$ cat config.mk
export PLATFORM = sky130hd
export DESIGN_NAME = hdr_cmd_desc_fetch
export DESIGN_NICKNAME = d
export VERILOG_FILES = /design/src/rtl/hdr_pkg.sv /design/src/rtl/hdr_cmd_desc_fetch.sv
export SDC_FILE = /design/constraint.sdc
export NUM_CORES = 1
export LEC_CHECK = 0
export CORE_MARGIN = 1
export CORE_UTILIZATION = 30
export DETAILED_ROUTE_END_ITERATION = 6
export HOLD_SLACK_MARGIN = 0.03
export SYNTH_ARGS = -nofsm -noshare
export SYNTH_HDL_FRONTEND = slang
export SYNTH_SLANG_ARGS = --single-unit
$ cat constraint.sdc
create_clock -name i_sys_clk -period 4 [get_ports i_sys_clk]
set_input_delay 0.8 -clock i_sys_clk [delete_from_list [all_inputs] [get_ports i_sys_clk]]
set_output_delay 0.8 -clock i_sys_clk [all_outputs]
set_load 0.01 [all_outputs]
$ cat src/rtl/hdr_pkg.sv
// hdr_pkg: shared types and constants for the HDR command path.
// The descriptor struct mirrors the register-file byte map, byte 0 in the LSBs.
package hdr_pkg;

  localparam int ATTR_W = 3;
  localparam int TID_W  = 4;
  localparam int CMD_W  = 8;
  localparam int DEV_W  = 5;
  localparam int DTT_W  = 3;
  localparam int MODE_W = 3;
  localparam int RES_W  = 2;

  localparam logic [MODE_W-1:0] HDR_DDR_MODE   = 3'd6;
  localparam logic [ATTR_W-1:0] ATTR_REGULAR   = 3'd0;
  localparam logic [ATTR_W-1:0] ATTR_IMMEDIATE = 3'd1;
  localparam logic [DTT_W-1:0]  IMM_DTT_MAX    = 3'd4;

  typedef enum logic [2:0] {
    ST_IDLE  = 3'd0,
    ST_READ  = 3'd1,
    ST_DRAIN = 3'd2,
    ST_CHECK = 3'd3,
    ST_VALID = 3'd4
  } fetch_state_e;

  // 64-bit descriptor, first member is the MSB (byte 7), last member is byte 0 bit 0.
  typedef struct packed {
    logic [7:0]        data_four;   // byte 7
    logic [7:0]        data_three;  // byte 6
    logic [7:0]        data_two;    // byte 5
    logic [7:0]        def_byte;    // byte 4
    logic              toc;         // byte 3
    logic              wroc;
    logic              rnw;
    logic [MODE_W-1:0] mode;
    logic [1:0]        dtt_hi;
    logic              dtt_lo;      // byte 2
    logic [RES_W-1:0]  res;
    logic [DEV_W-1:0]  dev_index;
    logic              cp;          // byte 1
    logic [6:0]        cmd_hi;
    logic              cmd_lo;      // byte 0
    logic [TID_W-1:0]  tid;
    logic [ATTR_W-1:0] attr;
  } hdr_desc_t;

  // Returns 1 when the descriptor must not be handed to the engine.
  function automatic logic desc_reject(input hdr_desc_t d, input logic [MODE_W-1:0] mode_ok);
    logic [DTT_W-1:0] dtt;
    logic             bad_attr;
    logic             bad_res;
    logic             bad_mode;
    logic             bad_imm;
    dtt      = {d.dtt_hi, d.dtt_lo};
    bad_attr = (d.attr != ATTR_REGULAR) && (d.attr != ATTR_IMMEDIATE);
    bad_res  = (d.res != 2'd0);
    bad_mode = (d.mode != mode_ok);
    bad_imm  = (d.attr == ATTR_IMMEDIATE) && (dtt > IMM_DTT_MAX);
    desc_reject = bad_attr | bad_res | bad_mode | bad_imm;
  endfunction

endpackage

$ cat src/rtl/hdr_cmd_desc_fetch.sv
// hdr_cmd_desc_fetch: reads the 8-byte command descriptor from the register
// file, validates it and presents the decoded fields to the HDR engine over
// a valid/ready handshake. Fields are registered and only change on accept.
module hdr_cmd_desc_fetch
  import hdr_pkg::*;
#(
  parameter int                ADDR_W    = 12,
  parameter logic [ADDR_W-1:0] BASE_ADDR = 12'd1000,
  parameter int                RD_LAT    = 1,
  parameter logic [2:0]        HDR_MODE  = HDR_DDR_MODE
) (
  input  logic              i_sys_clk,
  input  logic              i_rst,
  input  logic              i_fetch_start,
  output logic              o_regf_rd_en,
  output logic [ADDR_W-1:0] o_regf_rd_address,
  input  logic [7:0]        i_regf_data_rd,
  output logic              o_desc_valid,
  input  logic              i_desc_ready,
  output logic [2:0]        o_cmd_attr,
  output logic [3:0]        o_tid,
  output logic [7:0]        o_cmd,
  output logic              o_cp,
  output logic [4:0]        o_dev_index,
  output logic [2:0]        o_dtt,
  output logic [2:0]        o_mode,
  output logic              o_rnw,
  output logic              o_wroc,
  output logic              o_toc,
  output logic [31:0]       o_dword1,
  output logic              o_desc_err,
  output logic              o_busy
);

  fetch_state_e state_q, state_d;

  logic [2:0]        issue_cnt_q, issue_cnt_d;
  logic [2:0]        cap_cnt_q, cap_cnt_d;
  logic              rd_en_q, rd_en_d;
  logic [ADDR_W-1:0] addr_q, addr_d;
  logic [RD_LAT-1:0] rv_q, rv_d;
  logic [63:0]       raw_q, raw_d;
  hdr_desc_t         raw_s;

  logic start_s;
  logic cap_en_s;
  logic cap_last_s;
  logic desc_bad_s;
  logic accept_s;

  logic        valid_q, valid_d;
  logic        err_q, err_d;
  logic        busy_q, busy_d;
  logic [2:0]  attr_q, attr_d;
  logic [3:0]  tid_q, tid_d;
  logic [7:0]  cmd_q, cmd_d;
  logic        cp_q, cp_d;
  logic [4:0]  dev_q, dev_d;
  logic [2:0]  dtt_q, dtt_d;
  logic [2:0]  mode_q, mode_d;
  logic        rnw_q, rnw_d;
  logic        wroc_q, wroc_d;
  logic        toc_q, toc_d;
  logic [31:0] dword1_q, dword1_d;

  assign raw_s      = hdr_desc_t'(raw_q);
  assign start_s    = (state_q == ST_IDLE) && i_fetch_start;
  // Returned bytes only count while a fetch is in flight; stale data after reset is dropped.
  assign cap_en_s   = rv_q[RD_LAT-1] && ((state_q == ST_READ) || (state_q == ST_DRAIN));
  assign cap_last_s = cap_en_s && (cap_cnt_q == 3'd7);
  assign desc_bad_s = desc_reject(raw_s, HDR_MODE);
  assign accept_s   = (state_q == ST_CHECK) && !desc_bad_s;

  // State register: synchronous reset aborts any fetch in progress.
  always_ff @(posedge i_sys_clk) begin
    if (i_rst) begin
      state_q <= ST_IDLE;
    end else begin
      state_q <= state_d;
    end
  end

  // Next-state logic for the fetch sequence.
  always_comb begin
    state_d = state_q;
    case (state_q)
      ST_IDLE: begin
        if (i_fetch_start) state_d = ST_READ;
        else               state_d = ST_IDLE;
      end
      ST_READ: begin
        if (issue_cnt_q == 3'd7) state_d = ST_DRAIN;
        else                     state_d = ST_READ;
      end
      ST_DRAIN: begin
        if (cap_last_s) state_d = ST_CHECK;
        else            state_d = ST_DRAIN;
      end
      ST_CHECK: begin
        if (desc_bad_s) state_d = ST_IDLE;
        else            state_d = ST_VALID;
      end
      ST_VALID: begin
        if (i_desc_ready) state_d = ST_IDLE;
        else              state_d = ST_VALID;
      end
      default: state_d = ST_IDLE;
    endcase
  end

  // Read issue: one byte per cycle at BASE..BASE+7, address wraps at ADDR_W bits.
  always_comb begin
    issue_cnt_d = issue_cnt_q;
    rd_en_d     = 1'b0;
    addr_d      = addr_q;
    if (start_s) begin
      issue_cnt_d = 3'd0;
      rd_en_d     = 1'b1;
      addr_d      = BASE_ADDR;
    end else if (state_q == ST_READ) begin
      if (issue_cnt_q != 3'd7) begin
        issue_cnt_d = issue_cnt_q + 3'd1;
        rd_en_d     = 1'b1;
        addr_d      = BASE_ADDR + ADDR_W'(issue_cnt_d);
      end else begin
        issue_cnt_d = 3'd0;
        rd_en_d     = 1'b0;
      end
    end else begin
      issue_cnt_d = issue_cnt_q;
    end
  end

  // Read-valid shift register: tracks each issued read until its data returns.
  always_comb begin
    rv_d    = '0;
    rv_d[0] = rd_en_q;
    for (int i = 1; i < RD_LAT; i++) begin
      rv_d[i] = rv_q[i-1];
    end
  end

  // Byte capture into the raw descriptor image, byte index from the capture counter.
  always_comb begin
    raw_d     = raw_q;
    cap_cnt_d = cap_cnt_q;
    if (start_s) begin
      cap_cnt_d = 3'd0;
    end else if (cap_en_s) begin
      raw_d[{cap_cnt_q, 3'b000} +: 8] = i_regf_data_rd;
      cap_cnt_d                       = cap_cnt_q + 3'd1;
    end else begin
      cap_cnt_d = cap_cnt_q;
    end
  end

  // Datapath registers for read issue and capture.
  always_ff @(posedge i_sys_clk) begin
    if (i_rst) begin
      issue_cnt_q <= 3'd0;
      cap_cnt_q   <= 3'd0;
      rd_en_q     <= 1'b0;
      addr_q      <= '0;
      rv_q        <= '0;
      raw_q       <= 64'd0;
    end else begin
      issue_cnt_q <= issue_cnt_d;
      cap_cnt_q   <= cap_cnt_d;
      rd_en_q     <= rd_en_d;
      addr_q      <= addr_d;
      rv_q        <= rv_d;
      raw_q       <= raw_d;
    end
  end

  // Output decode: status flags follow the next state, fields load only on accept.
  always_comb begin
    valid_d  = (state_d == ST_VALID);
    err_d    = (state_q == ST_CHECK) && desc_bad_s;
    busy_d   = (state_d != ST_IDLE);
    attr_d   = attr_q;
    tid_d    = tid_q;
    cmd_d    = cmd_q;
    cp_d     = cp_q;
    dev_d    = dev_q;
    dtt_d    = dtt_q;
    mode_d   = mode_q;
    rnw_d    = rnw_q;
    wroc_d   = wroc_q;
    toc_d    = toc_q;
    dword1_d = dword1_q;
    if (accept_s) begin
      attr_d   = raw_s.attr;
      tid_d    = raw_s.tid;
      cmd_d    = {raw_s.cmd_hi, raw_s.cmd_lo};
      cp_d     = raw_s.cp;
      dev_d    = raw_s.dev_index;
      dtt_d    = {raw_s.dtt_hi, raw_s.dtt_lo};
      mode_d   = raw_s.mode;
      rnw_d    = raw_s.rnw;
      wroc_d   = raw_s.wroc;
      toc_d    = raw_s.toc;
      dword1_d = {raw_s.data_four, raw_s.data_three, raw_s.data_two, raw_s.def_byte};
    end else begin
      dword1_d = dword1_q;
    end
  end

  // Output registers.
  always_ff @(posedge i_sys_clk) begin
    if (i_rst) begin
      valid_q  <= 1'b0;
      err_q    <= 1'b0;
      busy_q   <= 1'b0;
      attr_q   <= 3'd0;
      tid_q    <= 4'd0;
      cmd_q    <= 8'd0;
      cp_q     <= 1'b0;
      dev_q    <= 5'd0;
      dtt_q    <= 3'd0;
      mode_q   <= 3'd0;
      rnw_q    <= 1'b0;
      wroc_q   <= 1'b0;
      toc_q    <= 1'b0;
      dword1_q <= 32'd0;
    end else begin
      valid_q  <= valid_d;
      err_q    <= err_d;
      busy_q   <= busy_d;
      attr_q   <= attr_d;
      tid_q    <= tid_d;
      cmd_q    <= cmd_d;
      cp_q     <= cp_d;
      dev_q    <= dev_d;
      dtt_q    <= dtt_d;
      mode_q   <= mode_d;
      rnw_q    <= rnw_d;
      wroc_q   <= wroc_d;
      toc_q    <= toc_d;
      dword1_q <= dword1_d;
    end
  end

  assign o_regf_rd_en      = rd_en_q;
  assign o_regf_rd_address = addr_q;
  assign o_desc_valid      = valid_q;
  assign o_desc_err        = err_q;
  assign o_busy            = busy_q;
  assign o_cmd_attr        = attr_q;
  assign o_tid             = tid_q;
  assign o_cmd             = cmd_q;
  assign o_cp              = cp_q;
  assign o_dev_index       = dev_q;
  assign o_dtt             = dtt_q;
  assign o_mode            = mode_q;
  assign o_rnw             = rnw_q;
  assign o_wroc            = wroc_q;
  assign o_toc             = toc_q;
  assign o_dword1          = dword1_q;

endmodule

### After elaboration in Yosys (flattened, before gate mapping)

Index checks and enable logic that the tools add are counted.

* flip-flop bits (word level): 151
* bits in latches: 0
* memory bits (writable): 0
* memory bits (read-only): 0
* bits of input ports: 12
* memories: 0

* $add $sub $neg: 4
* multiply operators: 0
* div/mod/pow operators: 0
* order comparisons: 1
* eq/ne operators: 11
* shifts and indexed selects: 2
* multiplexer cells: 14
* bitwise operators: 4
* reduce and logical (&&, ||, !) cells: 19

Operator list (number)
* $bwmux 64: 1
* $shift 8x8->64 const A: 1
* $shiftx 8x8->64: 1
* $mux 10: 3
* $pmux 3 s5: 1
* $eq 3x3->1 const B: 4
* $add 10x3->11 const A: 1
* $mux 3: 3
* $neg 6->8: 1
* $logic_and 1x1->1: 7
* $add 3x1->3 const B: 2
* $eq 3x1->1 const B: 2
* $eq 3x2->1 const B: 2
* $ne 3x3->1 const B: 2
* $reduce_and 2->1: 3
* $reduce_bool 2->1: 3
* $reduce_bool 3->1: 2
* $mux 1: 5
* $gt 3x3->1 const B: 1
* $logic_not 3->1: 1
* $ne 3x1->1 const B: 1
* $or 1x1->1: 3
* $mux 2: 1
* $reduce_or 2->1: 1
* other kinds (3): 3

### Logic depth before layout (Yosys ltp)

Gate-level depths: netlist (run 1).

* word-level depth: 8
* gate-level depth with buffers: 8
* depth with buffers taken out: 7

### Least setup slack after synthesis (run 1)

Ideal clock, no wire load.

* path type: flip-flop to flip-flop
* start point: register cap_cnt_q[0]
* end point: register raw_q[32]
* setup time: 132 ps
* arrival: 1902 ps
* required time: 3868 ps
* setup slack: 1966 ps
* stages on the path, launching flop included: 9
* buffers on the path: 2
* cells stage by stage: dfxtp_1 -> inv_1 -> ha_1 -> ha_1 -> clkbuf_1 -> or3b_2 -> clkbuf_1 -> o21ai_0 -> a21oi_1

* cells in the longest elaborated chain, start to end: 3
* elaborated cells on any way between the ends: 4
* those cells by class: add/sub (1); shift (2); mux (1)

Ends and longest elaborated chain
* start, declared: RTL line hdr_cmd_desc_fetch.sv:38 `logic [2:0] cap_cnt_q, cap_cnt_d;`
* start signal, assigned: RTL line hdr_cmd_desc_fetch.sv:168 `cap_cnt_q <= cap_cnt_d;`
* $neg 6->8 *: RTL line hdr_cmd_desc_fetch.sv:150 `raw_d[{cap_cnt_q, 3'b000} +: 8] = i_regf_data_rd;`
* $shiftx 8x8->64 or $shift 8x8->64 (tied branches): RTL line hdr_cmd_desc_fetch.sv:150
* $bwmux 64 *: RTL line hdr_cmd_desc_fetch.sv:150
* end signal, assigned: RTL line hdr_cmd_desc_fetch.sv:172 `raw_q <= raw_d;`
* end, declared: RTL line hdr_cmd_desc_fetch.sv:42 `logic [63:0] raw_q, raw_d;`

Mark *: on every way between the ends. The rest lies on a longest branch, timed or not.
A chain may end at the register's enable or synchronous reset.

### Final worst setup path (run 1)

* start point: register cap_cnt_q[0]
* end point: register raw_q[3]

Same word-level chain as after synthesis.

==> run metrics, run 1 <==
status=finished, final reports clean; hold path cells=2; final setup fails=0; largest net degree at the start of global routing=about 100; Synth Area in Simple Gates=between 20% and 30%; non-filler instance count after layout=about 940; CTS Root Cell=clkbuf_16; crit path DAT=approximately 2.7 ns; Fin Setup TNS=0 ns; worst skew pair latency=between 0.4 and 0.5 ns; Core Footprint=between 15000 and 20000 um^2; Post-synth EDFFs=0; WL per Instance=14.4 um; Iter 0 DRT Violations=roughly 200; largest cells by area after synthesis=dfxtp_1 (50%), mux2i_1 (9.8%), nand2_1 (9.4%); Fillers=approximately 1900; DRT Pass-1 Iters=4; total wire length=13500 um; placed insts=between 900 and 1000; clock slew at reported path FFs=roughly 0.06 ns; post-synthesis sequential area ratio=50.5%; Compound-Gate Fraction of Synth Area=roughly 8.5%; hold_buf cts=0; diode count=0; H-Tree Depth=4; final core utilization=~39%; Final period util=between 60% and 70%; Distinct cells, synth=38; register bit count reported by yosys=roughly 140; final instance area=between 7000 and 8000 um^2; Vias/cell=roughly 4.6; Worst Reg-to-Reg Cells=7; initial core utilization=a little under a third; Cells after Synth=~630; Pins Over Slew Limit=0; minimum clock period=about 2.4 ns; worst vdd rail ir drop=around 0.00035 V; ys flop type=dfxtp_1; Vias=around 4300; RSZ-0062 raised after global routing=false; largest family of logic cells by synthesized area=simple AND/OR/NAND/NOR gates; fmax=between 400 and 500 MHz; Pleak=between 2 and 3 nW; Setup Crit Path Kind=flip-flop to flip-flop; crit path capture type=flip-flop; cell taking the most area after synthesis=dfxtp_1; synthesized area=about 5700 um^2; Clock Skew=0.0113 ns; post-CTS sizing=0; HPWL Detailed=8830 um; post-CTS setup buffers=0; MaxCap Viol Count=0; Hold WS=around 0.44 ns; P&R area growth vs syn=27.1%; startpoint types=flip-flop; layout cells sized above 1=between 7 and 8%; commonest cells after routing, fill and taps aside=dfxtp_1 (144), nand2_1 (143), clkdlybuf4s50_1 (85); clk sinks=approximately 140; vias in the first global route=4180; CTS tree=done; xor/xnor share of the synthesized area=less than 1%; DP Area=about 6600 um^2; Worst Path Required=about 4.3 ns; routability cong.=between 0.7 and 0.8; # rows=50; die area=19600 um^2; DRC=0; Synth Area in Adders=roughly 1.8%; mux cell area share after synthesis=9.82%; worst min path class=flip-flop to flip-flop; Worst-Margin Slew=0.972 ns; first-pass GRT wire length=between 20000 and 25000 um; Power Density=around 450 nW/um^2; nets=between 700 and 800; Async SR Flop Fraction=0%; CP max FO=8; Yosys warning count=0; gr usage total=between 10% and 20%; number of buffers created by CTS=17; Top Ports=90; die height=140 um; Yosys top cell area share=approximately half; largest buffer count on any clock path=2; initial antenna violation count=0; final hold violation count=0; GR Overflow Total=0; commonest non-fill, non-tap cell in the layout=dfxtp_1; die span in x=~140 um; Rel. slew slack=between 30% and 40%; Final ANT Viol Nets=0; Avg Inst Size Synth=9.13 um^2; Port Buf Inserts=86
kinds of logic (layout without fill, tap and decap cells):
family / Yosys count / in the layout
and+or+nand+nor: 269 / 269
DFF: 144 / 144
AOI/OAI and AO/OA: 94 / 94
muxes: 56 / 56
buffers and inverters: 51 / 128
adders and majority gates: 8 / 8
xor gates and xnor gates: 2 / 2
other: 1 / 3
routing by layer:
metal	GRT usage (%)	part of all wire, %	wire length [um]
met1	18.7	49	6560
met2	22.5	46	6140
met3	4.10	4.3	576
met4	5.49	1.5	197
met5	0	0	0
metrics by stage:
step | power (W) | setup WS (ns)
2_1_floorplan | 0.00154 | 1.97
3_3_place_gp | 0.00157 | 1.59
3_5_place_dp | 0.00157 | 1.63
4_1_cts | 0.00328 | 1.59
5_1_grt | 0.00335 | 1.35
6_report | 0.00324 | 1.59
flip-flops by register name (all words and copies together), names as in the netlist:
signal and cells:
o_regf_rd_en 1, o_busy 1, o_regf_rd_address 4, o_wroc 1, o_cmd_attr 3, o_desc_err 1
rv_q 1, issue_cnt_q 3, o_dtt 3, o_cmd 8, o_tid 4, o_dev_index 5
cap_cnt_q 3, raw_q 64, o_cp 1, o_toc 1, o_dword1 32, state_q 3
o_mode 3, o_desc_valid 1, o_rnw 1
synth_stat cells (3+ instances only):
cell,n
mux2i_1,56
and3_4,3
nand2_1,143
nor3b_1,8
clkbuf_1,20
buf_2,13
nand3_4,3
dfxtp_1,144
buf_12,4
nand2b_1,50
nor3_1,3
nor2b_1,11
ha_1,8
inv_1,5
a21oi_1,78
nor2_1,23
nand3_1,12
buf_4,9
o21ai_0,11
worst paths after layout:
| kind | from | to | slack (ns) |
|---|---|---|---|
| max | cap_cnt_q[0] | raw_q[3] | 1.59 |
| min | raw_q[33] | o_dword1[1] | 0.44 |
| max reg2reg | cap_cnt_q[0] | raw_q[3] | 1.59 |
| min reg2reg | raw_q[33] | o_dword1[1] | 0.44 |
cell type report:
cell class                 instances  area, um^2  area share [%]
clock buffer                      22         494            6.81
clock inverter                    10         144            1.98
inverter                           5        18.8           0.259
multi-input combinational        432        2530            34.8
sequential                       144        2880            39.7
tap                              234         293            4.03
timing repair buffer              91         896            12.3
worst max-delay path, stage by stage (launching register included):
cell,delay [ns]
dfxtp_1,0.48
inv_1,0.14
ha_1,0.22
ha_1,0.32
nor4b_1,0.34
nand4_2,0.42
mux2i_1,0.28
nor2_1,0.06
power by group:
part	switching, W	leakage, nW	internal, W
clock	0.000629	0.318	0.00107
sequential	0.00000729	1.16	0.00144
combinational	0.0000508	1.12	0.0000415
(Power assumes the default switching activity.)
==> run 2, diff against run 1 <==
==> constraint.sdc (replaced) <==
create_clock -name i_sys_clk -period 2.1 [get_ports i_sys_clk]
set_input_delay 0.42 -clock i_sys_clk [delete_from_list [all_inputs] [get_ports i_sys_clk]]
set_output_delay 0.42 -clock i_sys_clk [all_outputs]
set_load 0.01 [all_outputs]
==> run metrics, run 2 (same netlist as run 1, synthesis figures left out) <==
# rows=50 (unchanged); Worst Setup SP=cap_cnt_q[0]; crit path capture type=flip-flop; total wire length=13400 um (-0.50%); Top Ports=90 (unchanged); Vias/cell=4.53 (-1.9%); commonest cells after routing, fill and taps aside=dfxtp_1 (144), nand2_1 (143), clkdlybuf4s50_1 (85); first-pass GRT wire length=22000 um (-0.13%); Pleak=2.68 nW (+3.1%); status=finished, final reports clean; layout cells sized above 1=10.5% (+2.7 points); cell family with most CP delay=adder cells; Critical-path top delay cell=or3b_2; initial core utilization=30.5% (unchanged); CP Cell Sequence=inv_1, ha_1, ha_1, or3b_2, o21ai_0, a21oi_1; max incr delay on CP=0.55 ns (+0.07 ns); clock slew at reported path FFs=0.06 ns (about the same); Worst Path Required=2.39 ns (-1.89 ns); max reg flops=64 (unchanged); DRC=0 (unchanged); worst min path class=input port to flip-flop; Vias=4348 (+0.30%); RSZ-0062 raised after global routing=false; Core Footprint=18700 um^2 (unchanged); final setup fails=0 (unchanged); Clock Skew=0.0136 ns (+0.00235 ns); vias in the first global route=4211 (+0.74%); DP Worst Slack=-0.0200 ns (-1.65 ns); FF/Latch Area=2880 um^2 (unchanged); largest net degree at the start of global routing=48 (-53%); diode count=0 (unchanged); Hold Crit Start=i_rst; commonest non-fill, non-tap cell in the layout=dfxtp_1; die span in x=140 um (unchanged); worst vdd rail ir drop=0.000586 V (+69%); DRT Pass-1 Iters=4 (unchanged); Iter 0 DRT Violations=196 (+0.51%); Worst Reg-to-Reg Cells=6 (-1); nets=733 (+3.1%); Setup Crit Path Kind=flip-flop to flip-flop; startpoint types=flip-flop; Reg with most FFs=raw_q; worst skew pair latency=0.42 ns (about the same); R2R Path Start=cap_cnt_q[0]; non-filler instance count after layout=959 (+2.2%); clk sinks=144 (unchanged); GR Overflow Total=0 (unchanged); hold_buf cts=0 (unchanged); Crit path top cell by count=ha_1; MaxCap Viol Count=0 (unchanged); Power Density=806 nW/um^2 (+80%); CTS tree=done; P&R area growth vs syn=29.5%; Port Buf Inserts=86 (unchanged); Hold WS=0.346 ns (-0.0966 ns); die area=19600 um^2 (unchanged); number of buffers created by CTS=17 (unchanged); fmax=527 MHz (+27%); Final ANT Viol Nets=0 (unchanged); WL per Instance=14.0 um (-2.7%); largest buffer count on any clock path=2 (unchanged); Fillers=1869 (-0.11%); final instance area=7390 um^2 (+1.8%); CP max FO=8 (unchanged); PnR worst setup slack=0.203 ns (-1.39 ns); CP Buf/Inv Count=1 (unchanged); footprint of the multi-input gates=2530 um^2 (+0.25%); minimum clock period=1.90 ns (-0.509 ns); Final period util=90.3% (+30 points); placed insts=926 (+2.2%); hold path cells=2 (unchanged); final hold violation count=0 (unchanged); die height=140 um (unchanged); Pins Over Slew Limit=0 (unchanged); routability cong.=0.839 (+6.5%); H-Tree Depth=4 (unchanged); HPWL Detailed=9240 um (+4.7%); crit path DAT=2.18 ns (-0.50 ns); Worst path depth=6 (-1); gr usage total=14.4% (-0.021 points); CTS Root Cell=clkbuf_16; DP Area=6780 um^2 (+2.5%); initial antenna violation count=0 (unchanged)
-- run 2: cell count changes in the layout (fill, tap and decap cells not counted), sizes merged --
cell	previous run	this run
clkbuf	22	20
bufinv	3	2
clkinv	2	4
buf	6	28
clkinvlp	0	3
inv	10	7
-- run 2: cell type report --
class | instances | share of cell area, %
Clock inverter | 11 | 1.78
Sequential cell | 144 | 39.0
Inverter | 5 | 0.254
Multi-Input combinational cell | 432 | 34.3
Tap cell | 234 | 3.96
Timing Repair Buffer | 113 | 14.5
Clock buffer | 20 | 6.18
-- run 2: worst register-to-register path, stage by stage, from the launching register on --
cell and delay [ns]:
dfxtp_1 0.33, inv_1 0.08, ha_1 0.20, ha_1 0.35
or3b_2 0.55, o21ai_0 0.18, a21oi_1 0.10
-- run 2: timing repair --
item                                    CTS  global route
endpoints found under the setup margin    8             8
gates resized for setup                   0             1
pin swaps                                 1             0
buffers inserted                          2             0
-- run 2: path summary, 6_finish.rpt --
path | to | slack [ns]
worst max register to register | raw_q[33] | 0.20
worst max-delay path | raw_q[33] | 0.20
worst min-delay path | o_regf_rd_en | 0.35
worst min register to register | o_cmd[4] | 0.45
-- run 2: power by group --
part           internal (W)  total, W  switching [W]  leakage (nW)
clock               0.00182   0.00301        0.00119         0.279
sequential          0.00275   0.00276      0.0000135          1.16
combinational     0.0000907  0.000191       0.000100          1.24
-- run 2: metal layers --
| layer | track usage (%) | routed length, um | vias to the layer above |
|---|---|---|---|
| met5 | 0 | 0 | - |
| met4 | 3.99 | 58 | 0 |
| met3 | 4.89 | 741 | 6 |
| met2 | 22.9 | 6200 | 91 |
| met1 | 18.4 | 6410 | 2016 |
| li1 | - | - | 2235 |
-- run 2: per-stage QoR --
stage	total power (W)	utilization, %	setup TNS (ns)
global placement	0.00301	36.3	0
floorplan	0.00294	-	0
CTS	0.00603	39.5	0
detailed placement	0.00301	36.3	-0.0839
finish	0.00596	39.5	0
global route	0.00618	39.5	0
